File: config.mk
export PLATFORM = sky130hd
export DESIGN_NAME = multicycle_controller_flat
export DESIGN_NICKNAME = d
export VERILOG_FILES = /design/src/rtl/lc_ctrl_pkg.sv /design/src/rtl/multicycle_controller_if.sv /design/src/rtl/opcode_class_decode.sv /design/src/rtl/multicycle_controller.sv /design/src/flat_wrapper.sv
export SDC_FILE = /design/constraint.sdc
export NUM_CORES = 1
export LEC_CHECK = 0
export CAP_MARGIN = 20
export CORE_ASPECT_RATIO = 2
export CORE_MARGIN = 4
export CORE_UTILIZATION = 38
export DETAILED_ROUTE_END_ITERATION = 10
export PLACE_DENSITY = 0.8
export SLEW_MARGIN = 20
export SYNTH_ARGS = -nofsm -noshare
export SYNTH_HDL_FRONTEND = slang
export SYNTH_SLANG_ARGS = --single-unit
File: constraint.sdc
create_clock -name CLK -period 2.5 [get_ports CLK]
set_input_delay 0.25 -clock CLK [delete_from_list [all_inputs] [get_ports CLK]]
set_output_delay 0.25 -clock CLK [all_outputs]
set_load 0.02 [all_outputs]
File: src/rtl/lc_ctrl_pkg.sv
// Shared types and constants for the multi-cycle LEGv8 controller:
// opcodes, state/class encodings, ALU operation codes and the control word.
package lc_ctrl_pkg;

  localparam int unsigned OPCODE_W = 11;
  localparam int unsigned STATE_W  = 3;
  localparam int unsigned CBZ_PFX_W = 8;

  localparam logic [OPCODE_W-1:0] OP_ADD  = 11'b10001011000;
  localparam logic [OPCODE_W-1:0] OP_SUB  = 11'b11001011000;
  localparam logic [OPCODE_W-1:0] OP_AND  = 11'b10001010000;
  localparam logic [OPCODE_W-1:0] OP_ORR  = 11'b10101010000;
  localparam logic [OPCODE_W-1:0] OP_LDUR = 11'b11111000010;
  localparam logic [OPCODE_W-1:0] OP_STUR = 11'b11111000000;
  // CBZ carries part of its immediate in OPCODE[2:0]; only the prefix is fixed
  localparam logic [CBZ_PFX_W-1:0] OP_CBZ_PFX = 8'b10110100;

  localparam logic [1:0] ALUOP_ADD   = 2'b00;
  localparam logic [1:0] ALUOP_PASSB = 2'b01;
  localparam logic [1:0] ALUOP_RTYPE = 2'b10;

  typedef enum logic [STATE_W-1:0] {
    ST_IDLE   = 3'd0,
    ST_FETCH  = 3'd1,
    ST_DECODE = 3'd2,
    ST_EXEC   = 3'd3,
    ST_MEM    = 3'd4,
    ST_WB     = 3'd5,
    ST_HALT   = 3'd6
  } state_e;

  typedef enum logic [2:0] {
    CL_R   = 3'd0,
    CL_LD  = 3'd1,
    CL_ST  = 3'd2,
    CL_CB  = 3'd3,
    CL_ILL = 3'd4
  } iclass_e;

  typedef struct packed {
    logic       instr_read;
    logic       ir_write;
    logic       pc_write;
    logic       pc_src;
    logic       reg2loc;
    logic       alu_src;
    logic       mem_read;
    logic       mem_write;
    logic       reg_write;
    logic       mem2reg;
    logic [1:0] alu_op;
    logic       halted;
  } ctrl_t;

endpackage

File: src/rtl/multicycle_controller_if.sv
// Datapath-facing bundle of the multi-cycle controller: decode inputs,
// memory handshake, unit enables and debug/status outputs.
interface multicycle_controller_if
  import lc_ctrl_pkg::*;
#(
  parameter int unsigned CNT_W = 16
);

  logic [OPCODE_W-1:0] OPCODE;
  logic                ZERO;
  logic                MEM_READY;

  logic                INSTR_READ;
  logic                IR_WRITE;
  logic                PC_WRITE;
  logic                PC_SRC;
  logic                REG2LOC;
  logic                ALU_SRC;
  logic                MEM_READ;
  logic                MEM_WRITE;
  logic                REG_WRITE;
  logic                MEM2REG;
  logic [1:0]          ALU_OP;
  logic                HALTED;
  logic [STATE_W-1:0]  STATE;
  logic [CNT_W-1:0]    RETIRED;

  // Datapath side: supplies IR bits, ALU flag and memory readiness
  modport master (
    output OPCODE, ZERO, MEM_READY,
    input  INSTR_READ, IR_WRITE, PC_WRITE, PC_SRC, REG2LOC, ALU_SRC,
           MEM_READ, MEM_WRITE, REG_WRITE, MEM2REG, ALU_OP, HALTED,
           STATE, RETIRED
  );

  // Controller side
  modport slave (
    input  OPCODE, ZERO, MEM_READY,
    output INSTR_READ, IR_WRITE, PC_WRITE, PC_SRC, REG2LOC, ALU_SRC,
           MEM_READ, MEM_WRITE, REG_WRITE, MEM2REG, ALU_OP, HALTED,
           STATE, RETIRED
  );

endinterface

File: src/rtl/opcode_class_decode.sv
// Combinational LEGv8 opcode classifier (R / LD / ST / CB / ILL); shared
// between the multi-cycle controller and the single-cycle Controller.
module opcode_class_decode
  import lc_ctrl_pkg::*;
(
  input  logic [OPCODE_W-1:0] opcode_i,
  output iclass_e             class_o
);

  always_comb begin
    class_o = CL_ILL;
    if (opcode_i[OPCODE_W-1 -: CBZ_PFX_W] == OP_CBZ_PFX) begin
      class_o = CL_CB;
    end else begin
      case (opcode_i)
        OP_ADD, OP_SUB, OP_AND, OP_ORR: class_o = CL_R;
        OP_LDUR:                        class_o = CL_LD;
        OP_STUR:                        class_o = CL_ST;
        default:                        class_o = CL_ILL;
      endcase
    end
  end

endmodule

File: src/rtl/multicycle_controller.sv
// Moore sequencing FSM for the multi-cycle LEGv8 datapath: steps each
// instruction through FETCH/DECODE/EXEC/MEM/WB and counts retirements.
module multicycle_controller
  import lc_ctrl_pkg::*;
#(
  parameter int unsigned CNT_W = 16
)(
  input  logic                    CLK,
  input  logic                    RESET_N,
  multicycle_controller_if.slave  bus
);

  state_e           state_q;
  iclass_e          class_q;
  iclass_e          dec_class;
  logic             armed_q;
  logic [CNT_W-1:0] retired_q;
  ctrl_t            ctrl;

  opcode_class_decode u_decode (
    .opcode_i (bus.OPCODE),
    .class_o  (dec_class)
  );

  // State, class and retirement counter. The first edge after reset release
  // only arms the sequencer, so IDLE spans one full clock cycle.
  always_ff @(posedge CLK or negedge RESET_N) begin
    if (!RESET_N) begin
      state_q   <= ST_IDLE;
      class_q   <= CL_R;
      armed_q   <= 1'b0;
      retired_q <= '0;
    end else begin
      armed_q <= 1'b1;
      if (ctrl.pc_write) begin
        retired_q <= retired_q + CNT_W'(1);
      end
      case (state_q)
        ST_IDLE: begin
          if (armed_q) state_q <= ST_FETCH;
        end
        ST_FETCH: begin
          if (bus.MEM_READY) state_q <= ST_DECODE;
        end
        ST_DECODE: begin
          class_q <= dec_class;
          state_q <= (dec_class == CL_ILL) ? ST_HALT : ST_EXEC;
        end
        ST_EXEC: begin
          case (class_q)
            CL_R:         state_q <= ST_WB;
            CL_LD, CL_ST: state_q <= ST_MEM;
            CL_CB:        state_q <= ST_FETCH;
            default:      state_q <= ST_HALT;
          endcase
        end
        ST_MEM: begin
          if (bus.MEM_READY) begin
            state_q <= (class_q == CL_LD) ? ST_WB : ST_FETCH;
          end
        end
        ST_WB:   state_q <= ST_FETCH;
        ST_HALT: state_q <= ST_HALT;
        default: state_q <= ST_IDLE;
      endcase
    end
  end

  // Control decode from state and class. In DECODE the class register is
  // not loaded yet, so REG2LOC comes straight from the decoded opcode.
  always_comb begin
    ctrl = '0;
    case (state_q)
      ST_FETCH: begin
        ctrl.instr_read = 1'b1;
        ctrl.ir_write   = bus.MEM_READY;
      end
      ST_DECODE: begin
        ctrl.reg2loc = (dec_class == CL_ST) || (dec_class == CL_CB);
      end
      ST_EXEC: begin
        ctrl.reg2loc = (class_q == CL_ST) || (class_q == CL_CB);
        ctrl.alu_src = (class_q == CL_LD) || (class_q == CL_ST);
        case (class_q)
          CL_R:    ctrl.alu_op = ALUOP_RTYPE;
          CL_CB: begin
            ctrl.alu_op   = ALUOP_PASSB;
            ctrl.pc_write = 1'b1;
            ctrl.pc_src   = bus.ZERO;
          end
          default: ctrl.alu_op = ALUOP_ADD;
        endcase
      end
      ST_MEM: begin
        ctrl.alu_src   = 1'b1;
        ctrl.alu_op    = ALUOP_ADD;
        ctrl.mem_read  = (class_q == CL_LD);
        ctrl.mem_write = (class_q == CL_ST);
        ctrl.pc_write  = (class_q == CL_ST) && bus.MEM_READY;
      end
      ST_WB: begin
        ctrl.reg_write = 1'b1;
        ctrl.mem2reg   = (class_q == CL_LD);
        ctrl.pc_write  = 1'b1;
      end
      ST_HALT: begin
        ctrl.halted = 1'b1;
      end
      default: ;
    endcase
  end

  assign bus.INSTR_READ = ctrl.instr_read;
  assign bus.IR_WRITE   = ctrl.ir_write;
  assign bus.PC_WRITE   = ctrl.pc_write;
  assign bus.PC_SRC     = ctrl.pc_src;
  assign bus.REG2LOC    = ctrl.reg2loc;
  assign bus.ALU_SRC    = ctrl.alu_src;
  assign bus.MEM_READ   = ctrl.mem_read;
  assign bus.MEM_WRITE  = ctrl.mem_write;
  assign bus.REG_WRITE  = ctrl.reg_write;
  assign bus.MEM2REG    = ctrl.mem2reg;
  assign bus.ALU_OP     = ctrl.alu_op;
  assign bus.HALTED     = ctrl.halted;
  assign bus.STATE      = state_q;
  assign bus.RETIRED    = retired_q;

endmodule

File: src/flat_wrapper.sv
// flat-port wrapper written by rule: the top's interface ports become plain ports
module multicycle_controller_flat import lc_ctrl_pkg::*;
#(
  parameter int unsigned CNT_W = 16
)
  (CLK, RESET_N, bus_OPCODE, bus_ZERO, bus_MEM_READY, bus_INSTR_READ, bus_IR_WRITE, bus_PC_WRITE, bus_PC_SRC, bus_REG2LOC, bus_ALU_SRC, bus_MEM_READ, bus_MEM_WRITE, bus_REG_WRITE, bus_MEM2REG, bus_ALU_OP, bus_HALTED, bus_STATE, bus_RETIRED);
  multicycle_controller_if #(.CNT_W(CNT_W)) bus_i ();
  input  logic CLK;
  input  logic RESET_N;
  input wire logic [$bits(bus_i.OPCODE)-1:0] bus_OPCODE;
  input wire logic [$bits(bus_i.ZERO)-1:0] bus_ZERO;
  input wire logic [$bits(bus_i.MEM_READY)-1:0] bus_MEM_READY;
  output wire logic [$bits(bus_i.INSTR_READ)-1:0] bus_INSTR_READ;
  output wire logic [$bits(bus_i.IR_WRITE)-1:0] bus_IR_WRITE;
  output wire logic [$bits(bus_i.PC_WRITE)-1:0] bus_PC_WRITE;
  output wire logic [$bits(bus_i.PC_SRC)-1:0] bus_PC_SRC;
  output wire logic [$bits(bus_i.REG2LOC)-1:0] bus_REG2LOC;
  output wire logic [$bits(bus_i.ALU_SRC)-1:0] bus_ALU_SRC;
  output wire logic [$bits(bus_i.MEM_READ)-1:0] bus_MEM_READ;
  output wire logic [$bits(bus_i.MEM_WRITE)-1:0] bus_MEM_WRITE;
  output wire logic [$bits(bus_i.REG_WRITE)-1:0] bus_REG_WRITE;
  output wire logic [$bits(bus_i.MEM2REG)-1:0] bus_MEM2REG;
  output wire logic [$bits(bus_i.ALU_OP)-1:0] bus_ALU_OP;
  output wire logic [$bits(bus_i.HALTED)-1:0] bus_HALTED;
  output wire logic [$bits(bus_i.STATE)-1:0] bus_STATE;
  output wire logic [$bits(bus_i.RETIRED)-1:0] bus_RETIRED;
  assign bus_i.OPCODE = bus_OPCODE;
  assign bus_i.ZERO = bus_ZERO;
  assign bus_i.MEM_READY = bus_MEM_READY;
  assign bus_INSTR_READ = bus_i.INSTR_READ;
  assign bus_IR_WRITE = bus_i.IR_WRITE;
  assign bus_PC_WRITE = bus_i.PC_WRITE;
  assign bus_PC_SRC = bus_i.PC_SRC;
  assign bus_REG2LOC = bus_i.REG2LOC;
  assign bus_ALU_SRC = bus_i.ALU_SRC;
  assign bus_MEM_READ = bus_i.MEM_READ;
  assign bus_MEM_WRITE = bus_i.MEM_WRITE;
  assign bus_REG_WRITE = bus_i.REG_WRITE;
  assign bus_MEM2REG = bus_i.MEM2REG;
  assign bus_ALU_OP = bus_i.ALU_OP;
  assign bus_HALTED = bus_i.HALTED;
  assign bus_STATE = bus_i.STATE;
  assign bus_RETIRED = bus_i.RETIRED;
  multicycle_controller #(.CNT_W(CNT_W)) u_core (.CLK(CLK), .RESET_N(RESET_N), .bus(bus_i));
endmodule
==> key figures <==
Final layout
  • Design Area, Final: 2040 um2
  • Layout cells sized above 1: approximately 14%
  • Antenna cells: 0
  • Most common cell after layout, fill and taps aside: clkdlybuf4s50_1
  • Post-layout util: 55.3%
  • Nets: 213
  • Synthesis-to-finish area growth: 39.1%
  • Most frequent cells in the layout: clkdlybuf4s50_1, dfrtp_1, xor2_1, nand2_1

Placed design
  • Post-Place Worst Slack: -0.0918 ns
  • Post-DP Area: roughly 2000 um2
  • GP Congestion: roughly 0.88
  • Dpl hpwl: 2.86 mm
  • Port bufs: 46

Worst setup path
  • Reg2reg start: u_core.bus.STATE[2]
  • Startpoint Class: flip-flop
  • Worst Setup End Kind: output pin
  • Crit-path max FO: 9
  • R2R Setup Slk: 0.61 ns
  • CP Data Arrival Time: 2.11 ns
  • Worst Path Required: 2.25 ns
  • Worst reg-to-reg path cell count: 6
  • Kind of critical path: flip-flop to output pin
  • Worst reg2reg path endpoint: u_core.bus.RETIRED[15]

STA
  • Clock skew: 0.00591 ns
  • Tmin final: roughly 2.4 ns
  • Fin worst setup slack: around 0.14 ns
  • Fin crit share: 94.3%
  • Final hold viol count: 0
  • Fmax: 424 MHz
  • Worst hold margin: 0.345 ns
  • RSZ-0062 raised after global routing: false
  • Final setup vio count: 0
  • Pins Over Slew Limit: 0

Clocking
  • CTS tree: yes
  • CTS sink count: 23
  • Clock Latency Late Sink: 0.26 ns
  • H-tree Lvls: 1
  • Clock buffer depth: 2
  • Inserted Clock Buffers: 3
  • CTS root buf: clkbuf_8
  • Reg clk slew, reported paths: roughly 0.080 ns

Route
  • Final ANT Viol Nets: 0
  • Routed via count: between 1k and 1.5k
  • Total wire length: 3.55 mm
  • Via density: 5.25
  • Drt first pass iters: 4
  • Drt drc: 0
  • Routed wire per std cell: 14.5 um
  • Iteration-0 DRC Markers: 45

Global routing
  • Vias in the first global route: between 1k and 1.5k
  • GRT overflow: 0
  • First-pass GRT wire length: 6.03 mm
  • Total GRT Usage: 15.7%
  • Largest net degree at the start of global routing: 24
  • Initial antenna violation count: 0

Die
  • Starting Density: 39.8%
  • Ports: between 40 and 50
  • Die area: 4980 um2
  • Rows: 31
  • DIE WIDTH: 51.9 um
  • Total core area: 3680 um2
  • Die Ht: 95.9 um

Synthesis
  • Syn Inst Count: ~150
  • #FFs+latches synth: 23
  • Post-Syn Area per Cell: 10.1 um2
  • Syn_nets: 161
  • Asr flop ratio synth: 100%
  • EDFF count, synth: 0
  • Sequential share of the synthesized area: just under 40%
  • Post-synthesis cell area: 1470 um2
  • Synth Warn #: 0
  • Netlist cell types: 44
  • Main flop type after synthesis: dfrtp_1

Power
  • Worst VDD drop: 0.000417 V
  • PwrDens: 991 nW/um2
  • Leak pwr: 0.000808 uW

Worst hold path
  • HP Class: input pin to asynchronous set/reset pin

Run
  • Max_cap viols: 0

Status
  • Status: finished, final reports clean
[stage by stage]
| stage | instances | TNS [ns] | total power [uW] |
|---|---|---|---|
| 3_5_place_dp | 241 | -0.0918 | 1810 |
| 6_report | 245 | 0 | 2020 |
| 4_1_cts | 245 | 0 | 2050 |
| 3_3_place_gp | 241 | -0.0544 | 1790 |
| 5_1_grt | 245 | 0 | 2160 |
| 2_1_floorplan | 145 | 0 | 1340 |
[registers in the layout, indices dropped and copies added, names as in the netlist]
signal              cells
u_core.armed_q          1
u_core.bus.STATE        3
u_core.bus.RETIRED     16
u_core.class_q          3
[layer usage]
layer / wire length (um) / share of wire [%] / GRT usage (%) / vias to the layer above
li1: - / - / - / 619
met5: 0 / 0 / 0 / -
met1: 1220 / 34 / 14.5 / 610
met4: 81 / 2.3 / 7.88 / 0
met3: 212 / 6.0 / 1.86 / 6
met2: 2030 / 57 / 31.4 / 52
[worst max-delay path by stage]
stage | from | to | slack [ns] | cells after the start
6_report | u_core.bus.STATE[2] | bus_PC_WRITE | 0.14 | 5
3_5_place_dp | bus_OPCODE[5] | bus_REG2LOC | -0.09 | 6
5_1_grt | u_core.bus.STATE[2] | bus_PC_WRITE | 0.09 | 5
2_1_floorplan | u_core.bus.STATE[2] | bus_PC_SRC | 0.56 | 7
3_3_place_gp | bus_OPCODE[5] | bus_REG2LOC | -0.05 | 6
4_1_cts | u_core.bus.STATE[2] | bus_PC_SRC | 0.05 | 6
[where the power goes]
group          total, uW  leakage [uW]  internal [uW]  switching, uW
registers            672      0.000260            504            169
logic               1120      0.000523            513            611
clock network        225     0.0000255            111            114
[kinds of logic after synthesis]
family | Yosys count | share of synthesized area [%]
fa+ha+maj | 1 | 0.853
buf+inv | 16 | 6.66
simple gates | 55 | 23.0
other cells | 1 | 0.256
flops | 23 | 39.2
compound gates | 30 | 18.2
mux | 3 | 2.22
xor+xnor | 16 | 9.56
[cell usage after synthesis, types with 3 or more instances]
cell      number  share of area [%]
or4bb_1        3                2.3
xnor2_1        3                1.8
buf_6          4                3.1
o21ai_0        5                1.7
and3_1         3                1.3
and4_1         3                1.8
a211oi_2       4                3.4
inv_1          7                1.8
nor2_1         6                1.5
dfrtp_1       23                 39
xor2_1        13                7.8
nand2_1       11                2.8
nor3_1         4                1.4
a21oi_1       10                3.4
nand3_1        9                3.1
[area by class of cell]
cell class	count	area, um2
Clock buffer	3	41.3
Clock inverter	1	5.00
Fill cell	326	1650
Inverter	7	26.3
Multi-Input combinational cell	106	793
Sequential cell	23	576
Tap cell	49	61.3
Timing Repair Buffer	56	537
[repair_timing]
item,in CTS,in global routing
resized for setup,1,1
hold buffers,0,0
setup endpoints to repair,1,1
buffers inserted,0,0
[critical path, cell delays in order (launching register included)]
cell and delay (ns):
dfrtp_1 0.40, buf_4 0.17, nand3b_4 0.18, or2_1 0.35, nand2_2 0.13, clkdlybuf4s50_1 0.61
Power figures use the tool's default switching activity.
